--- config.mk ---
export PLATFORM = sky130hd
export DESIGN_NAME = attr_responder
export DESIGN_NICKNAME = d
export VERILOG_FILES = /design/src/rtl/attr_responder_pkg.sv /design/src/rtl/attr_table.sv /design/src/rtl/attr_responder.sv
export SDC_FILE = /design/constraint.sdc
export NUM_CORES = 1
export LEC_CHECK = 0
export BUFFER_PORTS_ARGS = -buffer_cell sky130_fd_sc_hd__buf_2
export CORE_UTILIZATION = 52
export CTS_CLUSTER_DIAMETER = 80
export CTS_CLUSTER_SIZE = 25
export DETAILED_ROUTE_END_ITERATION = 8
export GPL_ROUTABILITY_DRIVEN = 0
export PLACE_DENSITY = 0.83
export SETUP_SLACK_MARGIN = 0.05
export SLEW_MARGIN = 20
export SYNTH_ARGS = -nofsm -noshare
export SYNTH_HDL_FRONTEND = slang
export SYNTH_HIERARCHICAL = 1
export SYNTH_SLANG_ARGS = --single-unit
--- constraint.sdc ---
create_clock -name clk -period 4.6 [get_ports clk]
set_input_delay 0.69 -clock clk [delete_from_list [all_inputs] [get_ports clk]]
set_output_delay 0.69 -clock clk [all_outputs]
set_load 0.01 [all_outputs]
--- src/rtl/attr_responder_pkg.sv ---
// Shared definitions for the attribute responder: status codes, FSM states
// and the bit layout of one table entry.
package attr_responder_pkg;

    localparam logic [1:0] ST_EXACT     = 2'b00;
    localparam logic [1:0] ST_DEFAULT   = 2'b01;
    localparam logic [1:0] ST_NOT_FOUND = 2'b10;

    typedef enum logic [1:0] {
        S_IDLE = 2'b00,
        S_SCAN = 2'b01,
        S_RESP = 2'b10
    } state_t;

    // Entry layout, MSB first: {valid, wild, key, port, value}
    function automatic int ent_port_lsb(input int val_w);
        return val_w;
    endfunction

    function automatic int ent_key_lsb(input int val_w, input int port_w);
        return val_w + port_w;
    endfunction

    function automatic int ent_wild_bit(input int val_w, input int port_w, input int key_w);
        return val_w + port_w + key_w;
    endfunction

    function automatic int ent_w(input int val_w, input int port_w, input int key_w);
        return val_w + port_w + key_w + 2;
    endfunction

endpackage

--- src/rtl/attr_table.sv ---
// Attribute table storage: DEPTH entries, one write port and one
// combinational read port addressed by the scan index.
module attr_table
    import attr_responder_pkg::*;
#(
    parameter int DEPTH  = 8,
    parameter int KEY_W  = 8,
    parameter int PORT_W = 4,
    parameter int VAL_W  = 16
) (
    input  logic                     clk,
    input  logic                     rst_n,
    input  logic                     wr_en,
    input  logic [$clog2(DEPTH)-1:0] wr_idx,
    input  logic                     wr_en_entry,
    input  logic                     wr_wild,
    input  logic [KEY_W-1:0]         wr_key,
    input  logic [PORT_W-1:0]        wr_port,
    input  logic [VAL_W-1:0]         wr_value,
    input  logic [$clog2(DEPTH)-1:0] rd_idx,
    output logic                     rd_valid,
    output logic                     rd_wild,
    output logic [KEY_W-1:0]         rd_key,
    output logic [PORT_W-1:0]        rd_port,
    output logic [VAL_W-1:0]         rd_value
);

    localparam int DATA_BITS = ent_w(VAL_W, PORT_W, KEY_W) - 1;
    localparam int PORT_LSB  = ent_port_lsb(VAL_W);
    localparam int KEY_LSB   = ent_key_lsb(VAL_W, PORT_W);
    localparam int WILD_BIT  = ent_wild_bit(VAL_W, PORT_W, KEY_W);

    // Only the valid bits are reset; payload is don't-care while invalid.
    logic [DEPTH-1:0]     ent_vld;
    logic [DATA_BITS-1:0] ent_data [DEPTH];
    logic [DATA_BITS-1:0] rd_data;

    always_ff @(posedge clk or negedge rst_n) begin
        if (!rst_n) begin
            ent_vld <= '0;
        end else if (wr_en) begin
            ent_vld[wr_idx] <= wr_en_entry;
        end
    end

    always_ff @(posedge clk) begin
        if (wr_en) begin
            ent_data[wr_idx] <= {wr_wild, wr_key, wr_port, wr_value};
        end
    end

    assign rd_data  = ent_data[rd_idx];
    assign rd_valid = ent_vld[rd_idx];
    assign rd_wild  = rd_data[WILD_BIT];
    assign rd_key   = rd_data[KEY_LSB +: KEY_W];
    assign rd_port  = rd_data[PORT_LSB +: PORT_W];
    assign rd_value = rd_data[0 +: VAL_W];

endmodule

--- src/rtl/attr_responder.sv ---
// Attribute-query responder: linear scan of the table resolving exact, then
// port-wildcard default, then not-found. Optional counters: ATTR_RESPONDER_STATS_EN.
module attr_responder
    import attr_responder_pkg::*;
#(
    parameter int DEPTH  = 8,
    parameter int KEY_W  = 8,
    parameter int PORT_W = 4,
    parameter int VAL_W  = 16
) (
    input  logic                     clk,
    input  logic                     rst_n,
    input  logic                     wr_valid,
    output logic                     wr_ready,
    input  logic [$clog2(DEPTH)-1:0] wr_idx,
    input  logic                     wr_en_entry,
    input  logic                     wr_wild,
    input  logic [KEY_W-1:0]         wr_key,
    input  logic [PORT_W-1:0]        wr_port,
    input  logic [VAL_W-1:0]         wr_value,
    input  logic                     req_valid,
    output logic                     req_ready,
    input  logic [KEY_W-1:0]         req_key,
    input  logic [PORT_W-1:0]        req_port,
    output logic                     rsp_valid,
    input  logic                     rsp_ready,
    output logic [VAL_W-1:0]         rsp_value,
    output logic [1:0]               rsp_status
`ifdef ATTR_RESPONDER_STATS_EN
    ,
    output logic [15:0]              stat_exact,
    output logic [15:0]              stat_default,
    output logic [15:0]              stat_miss
`endif
);

    localparam int IDX_W = $clog2(DEPTH);
    localparam logic [IDX_W-1:0] LAST_IDX = IDX_W'(DEPTH - 1);

    state_t              state, state_nxt;
    logic [IDX_W-1:0]    scan_idx, idx_nxt;
    logic [KEY_W-1:0]    q_key;
    logic [PORT_W-1:0]   q_port;
    logic                dflt_hit;
    logic [VAL_W-1:0]    dflt_val;
    logic                ld_query, rec_dflt, ld_rsp;
    logic [VAL_W-1:0]    rsp_value_nxt;
    logic [1:0]          rsp_status_nxt;
    logic                wr_fire;

    logic                rd_valid, rd_wild;
    logic [KEY_W-1:0]    rd_key;
    logic [PORT_W-1:0]   rd_port;
    logic [VAL_W-1:0]    rd_value;
    logic                exact_hit, dflt_match;

    assign wr_fire = wr_valid && wr_ready;

    attr_table #(
        .DEPTH  (DEPTH),
        .KEY_W  (KEY_W),
        .PORT_W (PORT_W),
        .VAL_W  (VAL_W)
    ) u_table (
        .clk         (clk),
        .rst_n       (rst_n),
        .wr_en       (wr_fire),
        .wr_idx      (wr_idx),
        .wr_en_entry (wr_en_entry),
        .wr_wild     (wr_wild),
        .wr_key      (wr_key),
        .wr_port     (wr_port),
        .wr_value    (wr_value),
        .rd_idx      (scan_idx),
        .rd_valid    (rd_valid),
        .rd_wild     (rd_wild),
        .rd_key      (rd_key),
        .rd_port     (rd_port),
        .rd_value    (rd_value)
    );

    // Wildcard entries only ever match as defaults, whatever port they carry.
    assign exact_hit  = rd_valid && !rd_wild && (rd_key == q_key) && (rd_port == q_port);
    assign dflt_match = rd_valid && rd_wild && (rd_key == q_key);

    always_comb begin
        state_nxt      = state;
        idx_nxt        = scan_idx;
        ld_query       = 1'b0;
        rec_dflt       = 1'b0;
        ld_rsp         = 1'b0;
        rsp_value_nxt  = rsp_value;
        rsp_status_nxt = rsp_status;
        wr_ready       = 1'b0;
        req_ready      = 1'b0;
        rsp_valid      = 1'b0;
        case (state)
            S_IDLE: begin
                wr_ready  = 1'b1;
                req_ready = !wr_valid;
                if (req_valid && !wr_valid) begin
                    ld_query  = 1'b1;
                    idx_nxt   = '0;
                    state_nxt = S_SCAN;
                end
            end
            S_SCAN: begin
                if (exact_hit) begin
                    ld_rsp         = 1'b1;
                    rsp_value_nxt  = rd_value;
                    rsp_status_nxt = ST_EXACT;
                    state_nxt      = S_RESP;
                end else if (scan_idx == LAST_IDX) begin
                    ld_rsp    = 1'b1;
                    state_nxt = S_RESP;
                    if (dflt_hit) begin
                        rsp_value_nxt  = dflt_val;
                        rsp_status_nxt = ST_DEFAULT;
                    end else if (dflt_match) begin
                        rsp_value_nxt  = rd_value;
                        rsp_status_nxt = ST_DEFAULT;
                    end else begin
                        rsp_value_nxt  = '0;
                        rsp_status_nxt = ST_NOT_FOUND;
                    end
                end else begin
                    rec_dflt = dflt_match && !dflt_hit;
                    idx_nxt  = scan_idx + 1'b1;
                end
            end
            S_RESP: begin
                rsp_valid = 1'b1;
                if (rsp_ready) begin
                    state_nxt = S_IDLE;
                end
            end
            default: state_nxt = S_IDLE;
        endcase
    end

    always_ff @(posedge clk or negedge rst_n) begin
        if (!rst_n) begin
            state      <= S_IDLE;
            scan_idx   <= '0;
            dflt_hit   <= 1'b0;
            rsp_value  <= '0;
            rsp_status <= ST_EXACT;
        end else begin
            state    <= state_nxt;
            scan_idx <= idx_nxt;
            if (ld_query) begin
                dflt_hit <= 1'b0;
            end else if (rec_dflt) begin
                dflt_hit <= 1'b1;
            end
            if (ld_rsp) begin
                rsp_value  <= rsp_value_nxt;
                rsp_status <= rsp_status_nxt;
            end
        end
    end

    // Query operands and the recorded default value carry no reset.
    always_ff @(posedge clk) begin
        if (ld_query) begin
            q_key  <= req_key;
            q_port <= req_port;
        end
        if (rec_dflt) begin
            dflt_val <= rd_value;
        end
    end

`ifdef ATTR_RESPONDER_STATS_EN
    function automatic logic [15:0] sat_inc(input logic [15:0] c);
        return (c == 16'hFFFF) ? c : c + 16'd1;
    endfunction

    always_ff @(posedge clk or negedge rst_n) begin
        if (!rst_n) begin
            stat_exact   <= '0;
            stat_default <= '0;
            stat_miss    <= '0;
        end else if (rsp_valid && rsp_ready) begin
            case (rsp_status)
                ST_EXACT:     stat_exact   <= sat_inc(stat_exact);
                ST_DEFAULT:   stat_default <= sat_inc(stat_default);
                ST_NOT_FOUND: stat_miss    <= sat_inc(stat_miss);
                default:      ;
            endcase
        end
    end
`endif

endmodule

# == After elaboration in Yosys (flattened, before gate mapping) ==
# Memory sizes are Yosys's and may differ from the RTL's.
# Index checks and enable logic that the tools add are counted.
# classes
n_reduce_logical,19
n_eq_ne,10
n_lt_le_gt_ge,3
muxes,37
addsub,1
# ops
op,n
16-bit two-way mux,4
1-bit two-way mux,17
2-bit two-way mux,8
1-bit logical AND,9
3-bit two-way mux,3
8-bit bitwise mux,1
8-bit == test,1
3-bit by 4-bit < comparator with 1-bit output (second input constant),2
2-bit inequality test (second input constant),4
2-bit case mux with 3 select lines,1
3-bit case mux with 2 select lines,1
3-bit AND reduction,2
2-bit nonzero test,3
4-bit == test,1
4-bit AND reduction,1
3-bit by 1-bit adder with 3-bit output (second input constant),1
1-bit binary-select mux with 3-bit select,1
1-bit demux with 3-bit select,1
3-bit == test (second input constant),1
3-bit by 1-bit greater-or-equal comparator with 1-bit output (second input constant),1
1-bit logical NOT,3
3-bit inequality test (second input constant),1
2-bit by 1-bit == test with 1-bit output (second input constant),1
2-bit == test (second input constant),1
2-bit logical NOT,1
# totals
regBits,60
elab_cells,80
ram_bits,232
output_inout_bits,21
inputBits,50
n_memories,1
# mem_list
memory,depth,word_bits,rd,rd_clocked_by_memory_dff,wr,line_no,text
u_table.ent_data,8,29,1,0,1,attr_table.sv:35,logic [DATA_BITS-1:0] ent_data [DEPTH];

# == Depth between registers and ports, before layout ==
# Gate-level depths: netlist (run 1).
# logic_depth
word_depth,10
depth_mapped,11
depth_no_buf,8

# == Hierarchy ==
# The synthesis (run 1) kept the hierarchy.
# modules_own_cells
module,instances,cells_each,area_per_inst_um2
attr_table,1,367,9381.5
attr_responder,1,162,2183.3

# == Worst setup path before layout (run 1) ==
# No wires, ideal clock.
# synth_timing
kind,input to register
start,input port wr_valid
end,register u_table.ent_vld[0]
cell_stages,3
required_time_ns,4.520
setup_slack_ns,-0.129
t_arrival_ns,4.650
path_cell_list,and2_1 nor4b_1 mux2_2
# synth_via
elab_chain_cells,1
# synth_lines
item,line_no,text
start: declaration,attr_responder.sv:13,"input logic wr_valid,"
1-bit logical AND,attr_responder.sv:57,assign wr_fire = wr_valid && wr_ready;
end signal: indexed assignment,attr_table.sv:42,ent_vld[wr_idx] <= wr_en_entry;
end: declaration,attr_table.sv:34,logic [DEPTH-1:0] ent_vld;
# Every way passes these cells.
# A chain may end at the register's enable or synchronous reset.

# == Worst setup path after layout (run 1) ==
# layout_timing
start,register scan_idx[0]
end,register rsp_value[3]
# layout_rtl
item,line_no,text
start: declaration,attr_responder.sv:41,"logic [IDX_W-1:0] scan_idx, idx_nxt;"
start signal: assignment,attr_responder.sv:150,scan_idx <= idx_nxt;
memory read 8 x 29 bit *,--,
named net rd_port[2],attr_responder.sv:53,logic [PORT_W-1:0] rd_port;
4-bit == test *,attr_responder.sv:83,assign exact_hit = rd_valid && !rd_wild && (rd_key == q_key) && (rd_port == q_port);
1-bit logical AND *,attr_responder.sv:83,
1-bit two-way mux,attr_responder.sv:108,if (exact_hit) begin
1-bit two-way mux,attr_responder.sv:97,case (state)
3-bit AND reduction (no source line),--,
end signal: assignment,attr_responder.sv:157,rsp_value <= rsp_value_nxt;
end: declaration,attr_responder.sv:27,"output logic [VAL_W-1:0] rsp_value,"
# Mark *: on every way through the listed nets, which the timed path passes. The rest lies on a longest branch. The select of a mux whose other input is x is not followed.

==> results of run 1 <==
flip-flops by register name, summed over array words and instances (netlist names):
register,count
scan_idx,3
u_table/ent_vld,8
rsp_value,16
dflt_val,16
q_key,8
rsp_status,2
dflt_hit,1
state,2
u_table/ent_data,232
q_port,4
Yosys cell counts, types with 3 or more instances:
| master | count | area, µm² |
|---|---|---|
| sky130_fd_sc_hd__edfxtp_1 | 260 | 7807 |
| sky130_fd_sc_hd__mux4_1 | 60 | 1577 |
| sky130_fd_sc_hd__mux2_2 | 38 | 427.9 |
| sky130_fd_sc_hd__dfrtp_1 | 32 | 800.8 |
| sky130_fd_sc_hd__nand2_1 | 22 | 82.58 |
| sky130_fd_sc_hd__a22oi_1 | 16 | 120.1 |
| sky130_fd_sc_hd__o21ai_1 | 15 | 75.07 |
| sky130_fd_sc_hd__buf_6 | 12 | 135.1 |
| sky130_fd_sc_hd__xnor2_1 | 12 | 105.1 |
| sky130_fd_sc_hd__clkbuf_1 | 10 | 37.54 |
| sky130_fd_sc_hd__inv_1 | 9 | 33.78 |
| sky130_fd_sc_hd__nand3_1 | 5 | 25.02 |
| sky130_fd_sc_hd__nand4b_1 | 4 | 35.03 |
| sky130_fd_sc_hd__o21ai_0 | 4 | 20.02 |
| sky130_fd_sc_hd__and4bb_2 | 3 | 37.54 |
cells in the final DEF, fill, tap and decap left out, drive strengths merged, types with 3 or more instances in the layout:
| master | synthesis | layout |
|---|---|---|
| clkbuf | 10 | 24 |
| inv | 9 | 11 |
| a21oi | 3 | 3 |
| o21ai | 21 | 21 |
| and4bb | 3 | 3 |
| dfrtp | 32 | 32 |
| xnor2 | 12 | 12 |
| nand3 | 6 | 6 |
| a22oi | 16 | 16 |
| nand2 | 22 | 22 |
| nand4b | 4 | 4 |
| mux4 | 60 | 60 |
| buf | 12 | 76 |
| edfxtp | 260 | 260 |
| mux2 | 38 | 38 |
kinds of logic (layout without fill, tap and decap cells):
logic type                 Yosys count  in the layout
muxes                               98             98
xor gates and xnor gates            12             12
AOI/OAI and AO/OA                   44             44
and+or+nand+nor                     50             50
DFF                                292            292
adders and majority gates            2              2
buffers and inverters               31            111
routing by layer:
| metal | up-vias | wire (µm) | global-route usage [%] |
|---|---|---|---|
| li1 | 2357 | - | - |
| met1 | 2724 | 9072 | 28.37 |
| met5 | - | 0 | 0 |
| met2 | 163 | 10320 | 32.20 |
| met3 | 20 | 1338 | 2.952 |
| met4 | 0 | 279 | 4.300 |
report_power, final:
part / switching, mW / internal [mW]
registers: 0.227 / 3.10
logic: 0.664 / 0.788
clock network: 0.767 / 0.627
total: 1.66 / 4.52
final timing paths:
check	startpoint	endpoint	slack, ns	cells past startpoint
setup / recovery	scan_idx[0]$_DFFE_PN0P_	rsp_value[3]$_DFFE_PN0P_	1.16	8
hold / removal	rst_n	rsp_value[13]$_DFFE_PN0P_	0.25	1
setup reg to reg	scan_idx[0]$_DFFE_PN0P_	rsp_value[3]$_DFFE_PN0P_	1.16	8
hold reg to reg	rsp_value[4]$_DFFE_PN0P_	rsp_value[4]$_DFFE_PN0P_	0.50	2
max in group asynchronous	rst_n	scan_idx[0]$_DFFE_PN0P_	3.81	1
min in group clk	req_key[1]	q_key[1]$_DFFE_PP_	0.37	1
area by class of cell:
class                      count  area, µm²  area share [%]
clock buffer                  24      409.1           3.245
clock inverter                 2      17.52          0.1389
inverter                       9      33.78          0.2679
multi-input combinational    206       2769           21.96
sequential                   292       8613           68.31
tap                          280      350.3           2.779
timing repair buffer          76      415.4           3.295
worst reg2reg max path, stage by stage (launching register included):
cell and delay [ns]:
sky130_fd_sc_hd__dfrtp_4 0.90, sky130_fd_sc_hd__mux4_1 0.67, sky130_fd_sc_hd__mux2_2 0.29, sky130_fd_sc_hd__xnor2_1 0.13
sky130_fd_sc_hd__nand3_1 0.19, sky130_fd_sc_hd__nor3b_2 0.10, sky130_fd_sc_hd__a21oi_2 0.63, sky130_fd_sc_hd__a22oi_1 0.25
sky130_fd_sc_hd__o21ai_1 0.20
==> impl_metrics.tcl, run 1 <==
set metrics [dict create \
    outcome "finished clean" \
    grt_use_total_pct 19.67 \
    mappedNetlistArea_mm2 0.01156 \
    final_max_slew_viol_count 0 \
    post-route-worst-setup-slack_ns 1.158 \
    dieArea_mm2 0.02284 \
    totalNegativeSetupSlack_ns 0 \
    synthXorXnorAreaFrac_pct 0.9088 \
    place.detailed.instances 862 \
    synth-seq-cells 292 \
    finalNetCount 652 \
    tightestPinTransition_ns 1.100 \
    worstSetupStartpointType "flop" \
    fp.coreArea_mm2 0.02182 \
    post-layout-total-power_mw 6.174 \
    post_synth_and_or_nand_nor_area_fraction_pct 2.759 \
    timing.critical_path.max_delay_family "compound AO/OA/AOI/OAI gates" \
    finish.utilization_pct 57.77 \
    synth-adder-area-share_pct 0.2164 \
    syn_inst 529 \
    slowest_delay_ns 0.90 \
    power.static_leakage_nw 4.306 \
    cp_cell_sequence "mux4_1 > mux2_2 > xnor2_1 > nand3_1 > nor3b_2 > a21oi_2 > a22oi_1 > o21ai_1" \
    clock_insertion_delay_worst_skew_ns 0.50 \
    clockRootBuffer "sky130_fd_sc_hd__clkbuf_16" \
    first_iter_violations 370 \
    post-route-drc-count 0 \
    post_synth.cell_area_avg_um2 21.86 \
    critPathCaptureType "flop" \
    first_global_vias 5548 \
    rsz0062_at_grt "no" \
    fin_crit_ns 3.442 \
    synth_compound_gate_area_share_pct 2.564 \
    warnings_synthesis 6 \
    powerDensity_mw_per_mm2 489.7 \
    ir_worst_vdd_uv 435.2 \
    routedWlPerCell_um 23.63 \
    drive_above_1_share_pct 24.63 \
    cpMaxStageDelayCell "sky130_fd_sc_hd__dfrtp_4" \
    yosysSeqAreaShare_pct 74.43 \
    tritoncts "done" \
    ant_nets 0 \
    final_number_of_hold_violating_endpoints 0 \
    clk_path_buf_depth 3 \
    n_antenna_cell 0 \
    worst-path-max-fanout 41 \
    synth.mux.area_fraction_pct 17.33 \
    clock_tree.htree_level_count 1 \
    placement_rows 54 \
    fmax_ghz 0.2905 \
    final_design_area_no_fill_mm2 0.01261 \
    timing.max_slew.rel_slack_pct 26.67 \
    grt_antenna_before_repair 0 \
    via_count 5264 \
    die_width_um 151.1 \
    clkTransAtPathRegs_ns 0.09 \
    worst_clock_skew_ns 0.01295 \
    pin_count 71 \
    number_of_buffers_added_for_setup_after_cts 0 \
    placement.io_buffers 70 \
    min_path_type "in2async" \
    cap_violations 0 \
    place_ws_ns 0.9436 \
    setup_violations 0 \
    synth_nets 581 \
    crit_required_ns 5.01 \
    synth_flop_cell "sky130_fd_sc_hd__edfxtp_1" \
    hold_slack_ns 0.2520 \
    die_h_um 151.1 \
    area_after_detailed_placement_mm2 0.01215 \
    filler_cell_count 1548 \
    worst-path-buf-inv 0 \
    detail_route.first_pass.iterations 4 \
    cts_hold_repair.buffers 0 \
    grt_pass1_wl_mm 32.54 \
    crit_arrival_ns 3.85 \
    synth-edff-count 260 \
    cts_made_buffers 15 \
    post-route-period-util_pct 74.83 \
    path_class "reg2reg" \
    number_of_standard_cells_in_the_layout_taps_in_and_fillers_out 889 \
    syn2layout_area_growth_pct 9.023 \
    yosys_cell_types 36 \
    grt_overflow_total 0 \
    postCtsResizedCells 0 \
    combinational_family_with_the_most_area_after_synthesis "multiplexers" \
    starting_density_pct 52.99 \
    vias_per_cell 5.921 \
    drt_wl_total_mm 21.01 \
    cts.sink_count 292 \
    detailed_place_hpwl_mm 12.27 \
    synth_async_sr_flop_share_pct 10.96 \
    largest_net_degree_at_the_start_of_global_routing 42 \
]
Power figures use the tool's default switching activity.
==> run 2: changes to the inputs <==
PLACE_DENSITY = 0.8   (was 0.83)
clock period = 3.2 ns   (was 4.6 ns; I/O delays follow)
==> run 2 against run 1 <==
Worst setup slack lost 0.99 ns. Clock power grew 42%. Clock skew shrank 0.0031 ns. Core utilization grew 0.87 points. Highest routed layer unchanged. Register-to-register slack lost 0.99 ns. Largest cell class unchanged. Sequential power grew 41%. Critical endpoint is now dflt_val[10]$_DFFE_PP_. Via count grew 2.9%. First-iteration DRC count shrank 11%. Die area is the same. Total power grew 46%.
==> impl_metrics.tcl, run 2 (synthesis results as in run 1) <==
set metrics [dict create \
    outcome "finished clean" \
    syn2layout_area_growth_pct 10.67 \
    min_path_type "in2async" \
    crit_arrival_ns 3.23 \
    routedWlPerCell_um 23.95 \
    setup_violations 0 \
    drive_above_1_share_pct 26.48 \
    finalNetCount 667 \
    final_number_of_hold_violating_endpoints 0 \
    totalNegativeSetupSlack_ns 0 \
    layout.cells.most_common "sky130_fd_sc_hd__edfxtp_1" \
    cpMostUsedCell "sky130_fd_sc_hd__buf_12" \
    internal_power_mw 6.552 \
    cts_hold_repair.buffers 0 \
    starting_density_pct 52.99 \
    critPathLaunch "scan_idx[0]$_DFFE_PN0P_" \
    combPwrFrac_pct 25.9 \
    timing.max_slew.rel_slack_pct 43.74 \
    die_width_um 151.1 \
    clock_insertion_delay_worst_skew_ns 0.48 \
    dieArea_mm2 0.02284 \
    ir_worst_vdd_uv 425.4 \
    grt_use_total_pct 19.82 \
    top_regs "u_table/ent_data: 232 flops, dflt_val: 16 flops, rsp_value: 16 flops" \
    final_cell_mix "sky130_fd_sc_hd__edfxtp_1, sky130_fd_sc_hd__buf_2, sky130_fd_sc_hd__mux4_1" \
    slowest_delay_ns 0.60 \
    worst_clock_skew_ns 0.009850 \
    critPathCaptureType "flop" \
    top_register "u_table/ent_data" \
    fmax_ghz 0.3300 \
    grt_pass1_wl_mm 32.59 \
    hold_slack_ns 0.06692 \
    cap_violations 0 \
    area_after_detailed_placement_mm2 0.01229 \
    clk_path_buf_depth 3 \
    post-route-period-util_pct 94.68 \
    clock_tree.htree_level_count 1 \
    detail_route.first_pass.iterations 5 \
    placement.io_buffers 70 \
    placement_rows 54 \
    grt_antenna_before_repair 2 \
    first_iter_violations 330 \
    pin_count 71 \
    worst_flop_to_flop_path_endpoint "dflt_val[10]$_DFFE_PP_" \
    die_h_um 151.1 \
    tightestPinTransition_ns 0.8439 \
    largest_register_ffs 232 \
    tritoncts "done" \
    timing.reg2reg.setup_slack_ns 0.17 \
    post-layout-total-power_mw 8.989 \
    detailed_place_hpwl_mm 12.71 \
    cts_made_buffers 15 \
    cp_cell_sequence "buf_12 > mux4_1 > mux2_2 > xnor2_1 > nand3_2 > nor3_4 > nand3_1 > nor2_2 > buf_12" \
    rsz0062_at_grt "no" \
    vias_per_cell 5.980 \
    via_count 5418 \
    regToRegStartpoint "scan_idx[0]$_DFFE_PN0P_" \
    clkTransAtPathRegs_ns 0.09 \
    final_design_area_no_fill_mm2 0.01280 \
    cpMaxStageDelayCell "sky130_fd_sc_hd__mux4_1" \
    power_frac_clock_pct 22.0 \
    place_ws_ns 0.04615 \
    post-route-drc-count 0 \
    ff2ff_path_depth 9 \
    worst-path-max-fanout 24 \
    largest_net_degree_at_the_start_of_global_routing 40 \
    power.share.switching_pct 27.12 \
    ant_nets 0 \
    first_global_vias 5569 \
    final_max_slew_viol_count 0 \
    crit_required_ns 3.40 \
    net-switching-power_mw 2.438 \
    power.static_leakage_nw 4.409 \
    fin_crit_ns 3.030 \
    post-route-worst-setup-slack_ns 0.1701 \
    p_seq_share_pct 52.1 \
    powerDensity_mw_per_mm2 702.4 \
    fp.coreArea_mm2 0.02182 \
    cts.sink_count 292 \
    grt_overflow_total 0 \
    worstSetupStartpointType "flop" \
    clockRootBuffer "sky130_fd_sc_hd__clkbuf_16" \
    drt_wl_total_mm 21.70 \
    path_class "reg2reg" \
]
==> run 2: cell types whose count changed in the layout (fill, tap and decap cells not counted), moves of 2 or more <==
cell                      change
sky130_fd_sc_hd__buf_4       +10
sky130_fd_sc_hd__buf_12       +5
sky130_fd_sc_hd__inv_1        +4
sky130_fd_sc_hd__inv_2        -4
sky130_fd_sc_hd__diode_2      +3
sky130_fd_sc_hd__inv_6        -2
==> run 2: area by class of cell <==
cell class / instances / area, µm²
diodes: 3 / 7.507
clock buffers: 23 / 405.4
clock inverters: 2 / 12.51
fillers: 1521 / 9025
inverters: 9 / 33.78
multi-input cells: 207 / 2813
flip-flops and latches: 292 / 8613
well taps: 280 / 350.3
repair buffers: 90 / 563.0
==> run 2: worst max-delay path by stage <==
stage | end | depth (start not counted) | slack (ns)
floorplan | u_table/ent_vld[0]$_DFFE_PN0P_ | 4 | 0.04
global placement | rsp_status[1]$_DFFE_PN0P_ | 7 | 0.21
detailed placement | state[1]$_DFFE_PN0P_ | 7 | 0.05
CTS | rsp_value[13]$_DFFE_PN0P_ | 9 | 0.05
global route | dflt_val[5]$_DFFE_PP_ | 9 | 0.01
finish | dflt_val[10]$_DFFE_PP_ | 9 | 0.17
==> run 2: metrics by stage <==
stage	std cells	util, %
2_1_floorplan	529	-
3_3_place_gp	874	56.32
3_5_place_dp	874	56.32
4_1_cts	901	58.39
5_1_grt	905	58.63
6_report	906	58.65
==> run 2: critical path: cells and delay by family (launching register included) <==
family,cells,cell delay [ns]
flip-flops,1,0.42
multiplexers,2,0.89
XOR/XNOR,1,0.19
AND/OR/NAND/NOR,4,0.84
buffers and inverters,2,0.38
==> run 2: routing by layer <==
layer  vias up  routed length (µm)  track usage [%]
met5         -                   0                0
met4         0                 470            4.850
li1       2383                   -                -
met3        33                1253            3.434
met1      2820                8672            25.90
met2       182               11300            34.70
==> run 2: power groups by stage <==
stage | registers [mW] | logic (mW) | clock network (mW)
floorplan | 4.65 | 1.79 | 0
global placement | 4.75 | 2.20 | 0
detailed placement | 4.77 | 2.26 | 0
CTS | 4.69 | 2.30 | 2.02
global route | 4.72 | 2.48 | 2.15
finish | 4.68 | 2.32 | 1.98
==> run 2: what timing repair did <==
| item | in CTS | in global routing |
|---|---|---|
| buffers inserted | 1 | 2 |
| gates resized for setup | 4 | 6 |
| pin swaps | 2 | 2 |
| cloned | 1 | 0 |
| hold endpoints to repair | 0 | 0 |
| setup endpoints to repair | 4 | 36 |
